File: config.mk
export PLATFORM = sky130hd
export DESIGN_NAME = seq_multiplier
export DESIGN_NICKNAME = d
export VERILOG_FILES = /design/src/rtl/seq_multiplier.sv
export SDC_FILE = /design/constraint.sdc
export NUM_CORES = 1
export LEC_CHECK = 0
export BUFFER_PORTS_ARGS = -buffer_cell sky130_fd_sc_hd__buf_2
export CORE_MARGIN = 2
export CORE_UTILIZATION = 40
export DETAILED_ROUTE_END_ITERATION = 8
export SLEW_MARGIN = 15
export SYNTH_ARGS = -nofsm -noshare
export SYNTH_HDL_FRONTEND = slang
export SYNTH_SLANG_ARGS = --single-unit
File: constraint.sdc
create_clock -name clk -period 13.8 [get_ports clk]
set_clock_uncertainty 0.05 [all_clocks]
set_input_delay 1.38 -clock clk [delete_from_list [all_inputs] [get_ports clk]]
set_output_delay 1.38 -clock clk [all_outputs]
set_load 0.03 [all_outputs]
File: src/rtl/seq_multiplier.sv
// Sequential shift-add multiplier with signed/unsigned modes.
// One shift-add step per cycle. A fixed WIDTH+2 cycle latency runs from accept to the done pulse.
// Signed operands are reduced to magnitudes on accept.
// The sign is reapplied in a single FIX cycle.
//
// Handshake: start is sampled only in IDLE; the accept edge moves the FSM to CALC.
// done is a one-cycle pulse, and product is valid in that same cycle.
// product then holds its value until the next result is written or rst clears it.
// busy is high in CALC and FIX.
// The next start may be accepted in the cycle after DONE.
module seq_multiplier #(
  parameter int WIDTH = 32
) (
  input  logic                 clk,
  input  logic                 rst,
  input  logic                 start,
  input  logic [3:0]           ALUcontrol,
  input  logic [WIDTH-1:0]     a,
  input  logic [WIDTH-1:0]     b,
  output logic                 busy,
  output logic                 done,
  output logic [2*WIDTH-1:0]   product,
  output logic [1:0]           dbg_state
);

  typedef enum logic [1:0] {
    IDLE = 2'd0,
    CALC = 2'd1,
    FIX  = 2'd2,
    DONE = 2'd3
  } state_t;

  localparam int CW = $clog2(WIDTH) + 1;
  localparam logic [CW-1:0]      LAST_STEP = CW'(WIDTH - 1);
  localparam logic [WIDTH-1:0]   ONE_W     = WIDTH'(1);
  localparam logic [2*WIDTH-1:0] ONE_2W    = (2*WIDTH)'(1);

  state_t               state;
  logic [CW-1:0]        cnt;
  logic [WIDTH-1:0]     mcand;
  logic [WIDTH-1:0]     mplier;
  logic                 result_neg;
  logic [2*WIDTH-1:0]   acc;

  logic                 signed_mode;
  logic [WIDTH-1:0]     a_mag;
  logic [WIDTH-1:0]     b_mag;
  logic [2*WIDTH-1:0]   addend;

  assign dbg_state = state;

  // Operand conditioning for accept, and the shifted partial product for the current step.
  // Negating the most negative value in WIDTH bits yields 2^(WIDTH-1), which is the correct magnitude.
  always_comb begin
    signed_mode = (ALUcontrol != 4'b0001);
    a_mag       = (signed_mode && a[WIDTH-1]) ? (~a + ONE_W) : a;
    b_mag       = (signed_mode && b[WIDTH-1]) ? (~b + ONE_W) : b;
    addend      = {{WIDTH{1'b0}}, mcand} << cnt;
  end

  // Control FSM and datapath; every output is a register.
  always_ff @(posedge clk) begin
    if (rst) begin
      state      <= IDLE;
      busy       <= 1'b0;
      done       <= 1'b0;
      product    <= '0;
      acc        <= '0;
      cnt        <= '0;
      mcand      <= '0;
      mplier     <= '0;
      result_neg <= 1'b0;
    end else begin
      case (state)
        IDLE: begin
          done <= 1'b0;
          if (start) begin
            mcand      <= a_mag;
            mplier     <= b_mag;
            result_neg <= signed_mode & (a[WIDTH-1] ^ b[WIDTH-1]);
            acc        <= '0;
            cnt        <= '0;
            busy       <= 1'b1;
            state      <= CALC;
          end
        end
        CALC: begin
          if (mplier[0]) begin
            acc <= acc + addend;
          end
          mplier <= mplier >> 1;
          cnt    <= cnt + 1'b1;
          if (cnt == LAST_STEP) begin
            state <= FIX;
          end
        end
        FIX: begin
          product <= result_neg ? (~acc + ONE_2W) : acc;
          busy    <= 1'b0;
          done    <= 1'b1;
          state   <= DONE;
        end
        DONE: begin
          done  <= 1'b0;
          state <= IDLE;
        end
        default: begin
          busy  <= 1'b0;
          done  <= 1'b0;
          state <= IDLE;
        end
      endcase
    end
  end

endmodule

==> reports/metrics.yaml, run 1 <==
setup_tns_ps: 0
firstDrtPassIters: 5
outcome: "completed"
stdcell_area_um2: 17500
unrepaired_setup_endpoints_after_global_routing: "no"
timing.critical_path.required_ps: 14170
netlist_area_um2: 15800
hpwlAfterDp_mm: 36.4
global_route_wire_length_before_repair_mm: 77.1
post-route-period-util: 0.452
row_count: 72
cts_resized: 0
detailedRoute.firstIterationViolations: 1280
cts-root-buf: "sky130_fd_sc_hd__clkbuf_16"
max_cap_viol_count: 0
async_flop_share: 0
antenna_diode_count: 0
detailroute.via_count: 15100
floorplan.die_area_um2: 41200
number_of_buffers_created_by_cts: 25
count_of_different_cell_masters_after_synthesis: 75
grt-ovfl-total: 0
grt_max_degree: 96
ys.warnings.count: 0
cts.sinks: 203
clock_transition_at_path_regs_ps: 60
worst_slew_pin_slew_ps: 979
yosys_most_used_dff: "sky130_fd_sc_hd__dfxtp_1"
slew_headroom: 0.348
criticalPathCategory: "reg2reg"
fmax_mhz: 160
synth_edf_count: 0
area_growth_pct: 10.7
path_max_fanout: 40
insertion_delay_ps: 540
finalWirelength_mm: 47.8
standard_cell_area_after_detailed_placement_um2: 16700
drive_above_1_share: 0.125
placeable_core_region_um2: 38800
layout.nets: 2255
critPathLaunchType: "flop"
post_cts_buffers: 0
postCtsHoldBufs: 0
final-max-slew-violation-count: 0
ir_drop_v: 0.0000982
synth_nets: 2222
portBuffers: 138
last_weighted_congestion_value_of_the_routability_driven_placer: 0.957
synthesis.instances: 2079
tritoncts: "done"
post_synth.cell_area_avg_um2: 7.61
fp.dieW_um: 203
hold_violations: 0
critical_path.endpoint_type: "flop"
post_drt_wl_per_cell_um: 18.0
final_antenna_net_count: 0
synth_seq_area_share: 0.257
hp-class: "reg2reg"
first_global_vias: 14200
drc: 0
initial_utilization: 0.408
r2r_cells: 16
antenna_violations_before_repair: 1
maximum_number_of_buffers_from_clock_root_to_sink: 3
arrival_time_reported_for_the_critical_path_endpoint_ps: 6610
hold_path_depth: 2
grt_usage: 0.228
p_per_area_nw_per_um2: 149
number_of_failing_setup_endpoints_in_the_final_timing_report: 0
route.detailed.vias_per_inst: 5.72
p_leak_nw: 7.16
setup.reg_to_reg.worst_slack_ps: 7560
post_route_minimum_period_ps: 6240
ys_ff_latch: 203
die_h_um: 203
htree_num_levels: 1
boundaryPins: 139
==> power breakdown <==
| group | leakage (nW) | switching [mW] | internal (mW) |
|---|---|---|---|
| clock | 0.404 | 0.254 | 0.402 |
| sequential | 1.65 | 0.0969 | 0.707 |
| combinational | 5.11 | 0.769 | 0.387 |
| total | 7.16 | 1.12 | 1.50 |
==> cell type report <==
type / instances / area (µm²)
fillers: 4001 / 21300
multi-input cells: 1692 / 11000
flip-flops and latches: 203 / 4070
repair buffers: 151 / 795
clock buffers: 38 / 734
well taps: 518 / 648
inverters: 39 / 146
clock inverters: 6 / 87.6
==> cells in the final DEF (no fill, tap or decap), types with 38 or more instances in the layout <==
master,instances
sky130_fd_sc_hd__dfxtp_1,199
sky130_fd_sc_hd__nor2_1,237
sky130_fd_sc_hd__a211oi_1,83
sky130_fd_sc_hd__a21o_1,41
sky130_fd_sc_hd__xnor2_1,48
sky130_fd_sc_hd__ha_1,70
sky130_fd_sc_hd__xor2_1,125
sky130_fd_sc_hd__a21oi_1,138
sky130_fd_sc_hd__mux2i_1,48
sky130_fd_sc_hd__o21ai_0,163
sky130_fd_sc_hd__buf_2,137
sky130_fd_sc_hd__nand2_1,260
sky130_fd_sc_hd__inv_1,38
==> state kept, by name, indices dropped and copies added (netlist names), 2 cells and up <==
signal / count
mcand: 32
dbg_state: 2
cnt: 6
mplier: 32
acc: 64
product: 64
==> cells in the mapped netlist (38+ instances only) <==
master                     number  area share
sky130_fd_sc_hd__dfxtp_1      203        0.26
sky130_fd_sc_hd__clkbuf_1     123       0.029
sky130_fd_sc_hd__xor2_1       125       0.069
sky130_fd_sc_hd__a21o_1        41       0.019
sky130_fd_sc_hd__nand2_1      260       0.062
sky130_fd_sc_hd__mux2i_1       48       0.030
sky130_fd_sc_hd__nor2_1       237       0.056
sky130_fd_sc_hd__ha_1          71       0.056
sky130_fd_sc_hd__a21oi_1      138       0.044
sky130_fd_sc_hd__inv_1         38      0.0090
sky130_fd_sc_hd__xnor2_1       48       0.027
sky130_fd_sc_hd__o21ai_0      164       0.052
sky130_fd_sc_hd__a211oi_1      83       0.039
==> path summary, 6_finish.rpt <==
kind | start | endpoint
worst max-delay path | cnt[0] | acc[61]
worst min-delay path | mplier[10] | mplier[10]
worst max register to register | cnt[0] | acc[61]
worst min register to register | mplier[10] | mplier[10]
==> layer usage <==
layer / GRT usage / share of wire / vias to the layer above
met5: 0 / 0.00023 / -
met4: 0.0587 / 0.022 / 2
met3: 0.0233 / 0.045 / 71
met2: 0.372 / 0.45 / 401
met1: 0.322 / 0.48 / 7038
li1: - / - / 7635
==> critical path: stages (launching register included) <==
cell                       delay, ps
sky130_fd_sc_hd__dfxtp_2         970
sky130_fd_sc_hd__clkinv_1        500
sky130_fd_sc_hd__o21ai_0         660
sky130_fd_sc_hd__o21ai_0         320
sky130_fd_sc_hd__o21ai_0         470
sky130_fd_sc_hd__o21ai_0         140
sky130_fd_sc_hd__o22ai_1         190
sky130_fd_sc_hd__ha_1            340
sky130_fd_sc_hd__nand3_1         160
sky130_fd_sc_hd__or4_1           600
sky130_fd_sc_hd__or4_1           410
sky130_fd_sc_hd__o32ai_1         340
sky130_fd_sc_hd__a21bo_2         250
sky130_fd_sc_hd__o221ai_1        180
sky130_fd_sc_hd__o21ai_0         260
sky130_fd_sc_hd__xnor2_1          90
sky130_fd_sc_hd__a22o_1          200
==> per-stage QoR <==
| stage | util | hold WS [ps] | setup WS [ps] | power (mW) | std cells |
|---|---|---|---|---|---|
| floorplan | - | 382 | 8440 | 1.65 | 2079 |
| global placement | 0.430 | 388 | 7760 | 1.96 | 2603 |
| detailed placement | 0.430 | 395 | 7720 | 1.97 | 2603 |
| CTS | 0.451 | 401 | 7700 | 2.64 | 2647 |
| global route | 0.451 | 412 | 7160 | 2.80 | 2647 |
| finish | 0.451 | 398 | 7560 | 2.62 | 2647 |
==> logic make-up (layout without fill, tap and decap cells) <==
logic type / Yosys count / in the layout / synth area share
buffers and inverters: 184 / 234 / 0.0471
adder cells (fa/ha/maj): 72 / 72 / 0.0574
multiplexers: 87 / 87 / 0.0745
flip-flops: 203 / 203 / 0.257
AND/OR/NAND/NOR: 716 / 716 / 0.205
AO/OA/AOI/OAI: 644 / 644 / 0.263
XOR/XNOR: 173 / 173 / 0.0957
No activity file was read; power rests on OpenSTA's default activity.
==> run 2, diff against run 1 <==
clock period = 5.2 ns   (was 13.8 ns; I/O delays follow)
==> run 2 against run 1 <==
Net effect:
- final area rose by 4.7%
- flip-flop and latch count did not move
- register-to-register slack got worse by 7300 ps
- critical path depth rose by 1
- core utilization rose by 2.1 points
- critical path type unchanged
- highest routed layer unchanged
- first-iteration DRC count fell by 16%
- maximum frequency rose by 26%
- worst setup slack got worse by 7300 ps
- combinational power rose to 2.9 times the previous value
- sequential share of layout area fell by 1.0 points
==> reports/metrics.yaml, run 2 (synthesis results as in run 1) <==
antenna_violations_before_repair: 2  # +1
layout.core_utilization: 0.473  # +0.0214
row_count: 72  # unchanged
hold_violations: 0  # unchanged
setup.reg_to_reg.worst_slack_ps: 260  # -7300 ps
critical-path-top-delay-family: "compound AO/OA/AOI/OAI gates"
multiInputGateArea_um2: 11100  # +0.11%
maximum_number_of_buffers_from_clock_root_to_sink: 3  # unchanged
critPathLaunch: "cnt[2]"
path_max_fanout: 26  # -35%
drc: 0  # unchanged
min_from: "a[1]"
ir_drop_v: 0.000219  # +120%
final-max-slew-violation-count: 0  # unchanged
library_cell_contributing_the_largest_single_delay_on_the_critical_path: "sky130_fd_sc_hd__dfxtp_2"
cts-root-buf: "sky130_fd_sc_hd__clkbuf_16"
r2r_cells: 17  # +1
cts.sinks: 203  # unchanged
criticalPathCategory: "reg2reg"
post_route_minimum_period_ps: 4940  # -1300 ps
setup_tns_ps: 0  # unchanged
path_cells: "buf_4, nor2_1, nand2_1, nor2_1, ha_1, inv_1, fa_1, nor2b_1, o2111ai_1, a21oi_1, o21bai_1, o31ai_1, a311oi_1, nor3_2, o211ai_1, a21o_1, a32o_1"
arrival_time_reported_for_the_critical_path_endpoint_ps: 5330  # -1280 ps
detailedRoute.firstIterationViolations: 1073  # -16%
grt-ovfl-total: 0  # unchanged
hp-class: "in2reg"
antenna_diode_count: 0  # unchanged
timing.critical_path.buf_inv: 2  # +1
route.detailed.vias_per_inst: 5.69  # -0.61%
hpwlAfterDp_mm: 37.7  # +3.5%
reg2reg_to: "acc[62]"
first_global_vias: 14500  # +2.2%
commonest_cells_after_routing_fill_and_taps_aside: "sky130_fd_sc_hd__nand2_1, sky130_fd_sc_hd__nor2_1, sky130_fd_sc_hd__dfxtp_1"
critical-path-max-stage-delay_ps: 490  # -480 ps
grt_max_degree: 116  # +21%
number_of_failing_setup_endpoints_in_the_final_timing_report: 0  # unchanged
unrepaired_setup_endpoints_after_global_routing: "no"
postCtsHoldBufs: 0  # unchanged
last_weighted_congestion_value_of_the_routability_driven_placer: 0.927  # -3.1%
p_per_area_nw_per_um2: 396  # +170%
slew_headroom: 0.367  # +0.0196
stdcell_area_um2: 18400  # +4.7%
critPathLaunchType: "flop"
post-route-period-util: 0.951  # +0.499
final.fill_count: 3931  # -1.7%
standard_cell_area_after_detailed_placement_um2: 17400  # +4.2%
placeable_core_region_um2: 38800  # unchanged
outcome: "completed"
global_route_wire_length_before_repair_mm: 78.2  # +1.4%
post_drt_wl_per_cell_um: 17.8  # -1.3%
hold_path_depth: 3  # +1
layout_top_registers: "acc x64, product x64"
firstDrtPassIters: 6  # +1
fin_cells: 2748  # +3.8%
hold-path-endpoint: "mcand[1]"
p_leak_nw: 7.70  # +7.4%
area_growth_pct: 16.0
floorplan.die_area_um2: 41200  # unchanged
worst_slack_ps: 256  # -7300 ps
initial_utilization: 0.408  # unchanged
boundaryPins: 139  # unchanged
timing.critical_path.required_ps: 5580  # -8590 ps
critical_path.endpoint_type: "flop"
rr_startpoint: "cnt[2]"
layout.cells.most_common: "sky130_fd_sc_hd__nand2_1"
grt_usage: 0.231  # +0.00268
cpMostUsedCell: "sky130_fd_sc_hd__nor2_1"
placement.setup.worst_slack_ps: -167  # -7890 ps
placed_cells_incl_taps: 2694  # +3.5%
layout.nets: 2357  # +4.5%
final_antenna_net_count: 0  # unchanged
fp.dieW_um: 203  # unchanged
clock_transition_at_path_regs_ps: 60  # about the same
drive_above_1_share: 0.168  # +0.0423
p_total_mw: 7.27  # +180%
finalWirelength_mm: 48.9  # +2.4%
tritoncts: "done"
fmax_mhz: 202  # +26%
number_of_buffers_created_by_cts: 25  # unchanged
detailroute.via_count: 15600  # +3.2%
hold_slack_ps: 243  # -155 ps
portBuffers: 138  # unchanged
max_cap_viol_count: 0  # unchanged
htree_num_levels: 1  # unchanged
ff_latch_area_um2: 4070  # +0.12%
die_h_um: 203  # unchanged
insertion_delay_ps: 540  # about the same
worst_slew_pin_slew_ps: 949  # -29.4 ps
==> run 2: how the worst max path moves through the flow <==
stage / endpoint / depth (start not counted)
detailed placement: acc[61] / 19
global route: acc[62] / 17
CTS: acc[61] / 20
finish: acc[62] / 17
floorplan: acc[61] / 21
global placement: acc[61] / 19
==> run 2: layout make-up <==
| class | count | area share |
|---|---|---|
| clock buffers | 32 | 0.0377 |
| clock inverters | 11 | 0.00900 |
| inverters | 39 | 0.00798 |
| multi-input cells | 1692 | 0.602 |
| flip-flops and latches | 203 | 0.222 |
| well taps | 518 | 0.0353 |
| repair buffers | 253 | 0.0857 |
==> run 2: layer usage <==
layer / global-route usage / vias up / share of wire
li1: - / 7860 / -
met1: 0.328 / 7322 / 0.49
met2: 0.375 / 374 / 0.45
met3: 0.0244 / 71 / 0.045
met4: 0.0558 / 2 / 0.019
met5: 0 / - / 0.00022
==> run 2: worst reg2reg max path, cell delays in order, from the launching register on <==
cell	delay, ps
sky130_fd_sc_hd__dfxtp_2	490
sky130_fd_sc_hd__buf_4	270
sky130_fd_sc_hd__nor2_1	290
sky130_fd_sc_hd__nand2_1	220
sky130_fd_sc_hd__nor2_1	200
sky130_fd_sc_hd__ha_1	220
sky130_fd_sc_hd__inv_1	60
sky130_fd_sc_hd__fa_1	390
sky130_fd_sc_hd__nor2b_1	180
sky130_fd_sc_hd__o2111ai_1	210
sky130_fd_sc_hd__a21oi_1	280
sky130_fd_sc_hd__o21bai_1	200
sky130_fd_sc_hd__o31ai_1	430
sky130_fd_sc_hd__a311oi_1	280
sky130_fd_sc_hd__nor3_2	450
sky130_fd_sc_hd__o211ai_1	170
sky130_fd_sc_hd__a21o_1	200
sky130_fd_sc_hd__a32o_1	250
==> run 2: where the power goes <==
| part | switching, mW | leakage (nW) | internal [mW] |
|---|---|---|---|
| clock | 0.685 | 0.422 | 1.13 |
| combinational | 2.15 | 5.62 | 1.20 |
| sequential | 0.220 | 1.65 | 1.88 |
| total | 3.06 | 7.70 | 4.21 |
==> run 2: repair_timing <==
action,4_1_cts,5_1_grt
buffers inserted,4,7
endpoints found under the setup margin,9,12
gates resized for setup,2,8
==> run 3, diff against run 2 <==
CORE_MARGIN = 5   (was 2)
==> run 3 against run 2 <==
Net effect:
- register-to-register slack worse by 70 ps
- critical path depth is 3 higher
- clock power is 8% lower
- critical endpoint is now acc[59]
==> reports/metrics.yaml, run 3 (synthesis results as in run 1) <==
antenna_diode_count: 0  # unchanged
grt-ovfl-total: 0  # unchanged
number_of_failing_setup_endpoints_in_the_final_timing_report: 0  # unchanged
stdcell_area_um2: 18400  # +0.22%
outcome: "completed"
finalWirelength_mm: 49.6  # +1.4%
slew_headroom: 0.370  # +0.00325
commonest_cells_after_routing_fill_and_taps_aside: "sky130_fd_sc_hd__nand2_1, sky130_fd_sc_hd__nor2_1, sky130_fd_sc_hd__dfxtp_1"
timing.critical_path.buf_inv: 4  # +2
first_global_vias: 14800  # +1.8%
fin_cells: 2760  # +0.44%
hold_violations: 0  # unchanged
area_growth_pct: 16.2
grt_usage: 0.219  # -0.0124
p_leak_nw: 7.72  # +0.29%
unrepaired_setup_endpoints_after_global_routing: "no"
floorplan.die_area_um2: 43600  # +6.0%
cts.sinks: 203  # unchanged
fp.dieW_um: 209  # +3.0%
sequential_share_of_power: 0.295  # +0.006
grt_max_degree: 114  # -1.7%
last_weighted_congestion_value_of_the_routability_driven_placer: 0.970  # +4.7%
critical-path-max-stage-delay_ps: 510  # +20 ps
swShare: 0.426  # +0.00531
boundaryPins: 139  # unchanged
layout.cells.most_common: "sky130_fd_sc_hd__nand2_1"
hp-class: "in2reg"
power_report.internal_total_mw: 4.12  # -2.0%
htree_num_levels: 1  # unchanged
comb_power_share: 0.472  # +0.011
ir_drop_v: 0.000252  # +15%
post_drt_wl_per_cell_um: 18.0  # +0.97%
maximum_number_of_buffers_from_clock_root_to_sink: 3  # unchanged
row_count: 72  # unchanged
drive_above_1_share: 0.172  # +0.00401
power.share.clock: 0.234  # -0.016
critPathLaunchType: "flop"
hold_slack_ps: 215  # -27.5 ps
final-max-slew-violation-count: 0  # unchanged
cts-root-buf: "sky130_fd_sc_hd__clkbuf_16"
library_cell_contributing_the_largest_single_delay_on_the_critical_path: "sky130_fd_sc_hd__mux4_2"
final_antenna_net_count: 0  # unchanged
fmax_mhz: 199  # -1.4%
die_h_um: 209  # +3.0%
antenna_violations_before_repair: 1  # -1
p_per_area_nw_per_um2: 391  # -1.3%
placeable_core_region_um2: 38900  # +0.23%
portBuffers: 138  # unchanged
route.detailed.vias_per_inst: 5.65  # -0.59%
critical-path-top-delay-family: "compound AO/OA/AOI/OAI gates"
firstDrtPassIters: 5  # -1
post-route-period-util: 0.964  # +0.0134
layout_top_registers: "acc x64, product x64"
number_of_buffers_created_by_cts: 24  # -4.0%
p_switching_mw: 3.06  # +0.12%
insertion_delay_ps: 550  # about the same
drc: 0  # unchanged
worst_slew_pin_slew_ps: 944  # -4.87 ps
path_cells: "buf_4, buf_4, mux4_2, mux2i_1, nor2_1, a21oi_1, nor2_1, ha_1, and3_1, nand3_1, nor3b_1, o2111a_1, o2111ai_1, o31ai_1, buf_4, a21oi_1, buf_4, o21ai_0, xnor2_1, o21ai_0"
max_cap_viol_count: 0  # unchanged
hpwlAfterDp_mm: 38.6  # +2.5%
initial_utilization: 0.407  # -0.000943
arrival_time_reported_for_the_critical_path_endpoint_ps: 5390  # +60 ps
criticalPathCategory: "reg2reg"
global_route_wire_length_before_repair_mm: 80.0  # +2.4%
clock_transition_at_path_regs_ps: 60  # about the same
path_max_fanout: 8  # -69%
placed_cells_incl_taps: 2712  # +0.67%
p_total_mw: 7.18  # -1.1%
critical_path.endpoint_type: "flop"
timing.critical_path.required_ps: 5570  # about the same
detailroute.via_count: 15600  # -0.16%
layout.nets: 2369  # +0.51%
tritoncts: "done"
standard_cell_area_after_detailed_placement_um2: 17500  # +0.70%
detailedRoute.firstIterationViolations: 1114  # +3.8%
post_route_minimum_period_ps: 5010  # +69.7 ps
cpMostUsedCell: "sky130_fd_sc_hd__buf_4"
## run 3: path summary, 6_finish.rpt
kind              startpoint         end  slack, ps  depth (start not counted)
setup reg to reg      cnt[0]     acc[59]        190                         20
setup / recovery      cnt[0]     acc[59]        190                         20
hold / removal          a[0]    mcand[0]        220                          3
hold reg to reg   mplier[15]  mplier[15]        400                          2
## run 3: power groups by stage
stage	clock (mW)	sequential, mW	combinational (mW)
final	1.68	2.12	3.39
after global routing	1.79	2.17	3.74
after CTS	1.73	2.12	3.37
after detailed placement	0	2.16	3.36
after global placement	0	2.14	3.32
after floorplan	0	2.39	1.99
## run 3: stage by stage
stage                util  TNS (ps)  worst slack (ps)
finish              0.473         0               186
global route        0.473         0              10.1
CTS                 0.470         0              14.6
detailed placement  0.450     -26.8             -26.8
global placement    0.450     -18.4             -18.4
floorplan               -         0              53.3
## run 3: final cells by class
class | count | area (µm²)
Timing Repair Buffer | 266 | 1680
Inverter | 39 | 146
Multi-Input combinational cell | 1692 | 11100
Clock buffer | 34 | 678
Fill cell | 4031 | 20500
Tap cell | 518 | 648
Clock inverter | 8 | 101
Sequential cell | 203 | 4070
## run 3: repair_timing
| action | in CTS | in global routing |
|---|---|---|
| hold buffers | 0 | 0 |
| gates cloned | 0 | 0 |
| setup buffers | 0 | 6 |
| gates resized for setup | 1 | 12 |
| setup endpoints to repair | 2 | 15 |
## run 3: layer usage
metal  up-vias  wire length, µm  track usage
met5         -                0            0
met4         0             1090       0.0446
met3        68             1920       0.0243
met2       340            22700        0.360
met1      7334            23900        0.312
li1       7862                -            -
## run 3: worst reg2reg max path, cell delays in order, from the launching register on
cell and delay (ps):
sky130_fd_sc_hd__dfxtp_4 410, sky130_fd_sc_hd__buf_4 150, sky130_fd_sc_hd__buf_4 150, sky130_fd_sc_hd__mux4_2 510, sky130_fd_sc_hd__mux2i_1 260, sky130_fd_sc_hd__nor2_1 70, sky130_fd_sc_hd__a21oi_1 250, sky130_fd_sc_hd__nor2_1 80
sky130_fd_sc_hd__ha_1 330, sky130_fd_sc_hd__and3_1 230, sky130_fd_sc_hd__nand3_1 90, sky130_fd_sc_hd__nor3b_1 500, sky130_fd_sc_hd__o2111a_1 380, sky130_fd_sc_hd__o2111ai_1 240, sky130_fd_sc_hd__o31ai_1 360, sky130_fd_sc_hd__buf_4 180
sky130_fd_sc_hd__a21oi_1 50, sky130_fd_sc_hd__buf_4 160, sky130_fd_sc_hd__o21ai_0 190, sky130_fd_sc_hd__xnor2_1 140, sky130_fd_sc_hd__o21ai_0 100
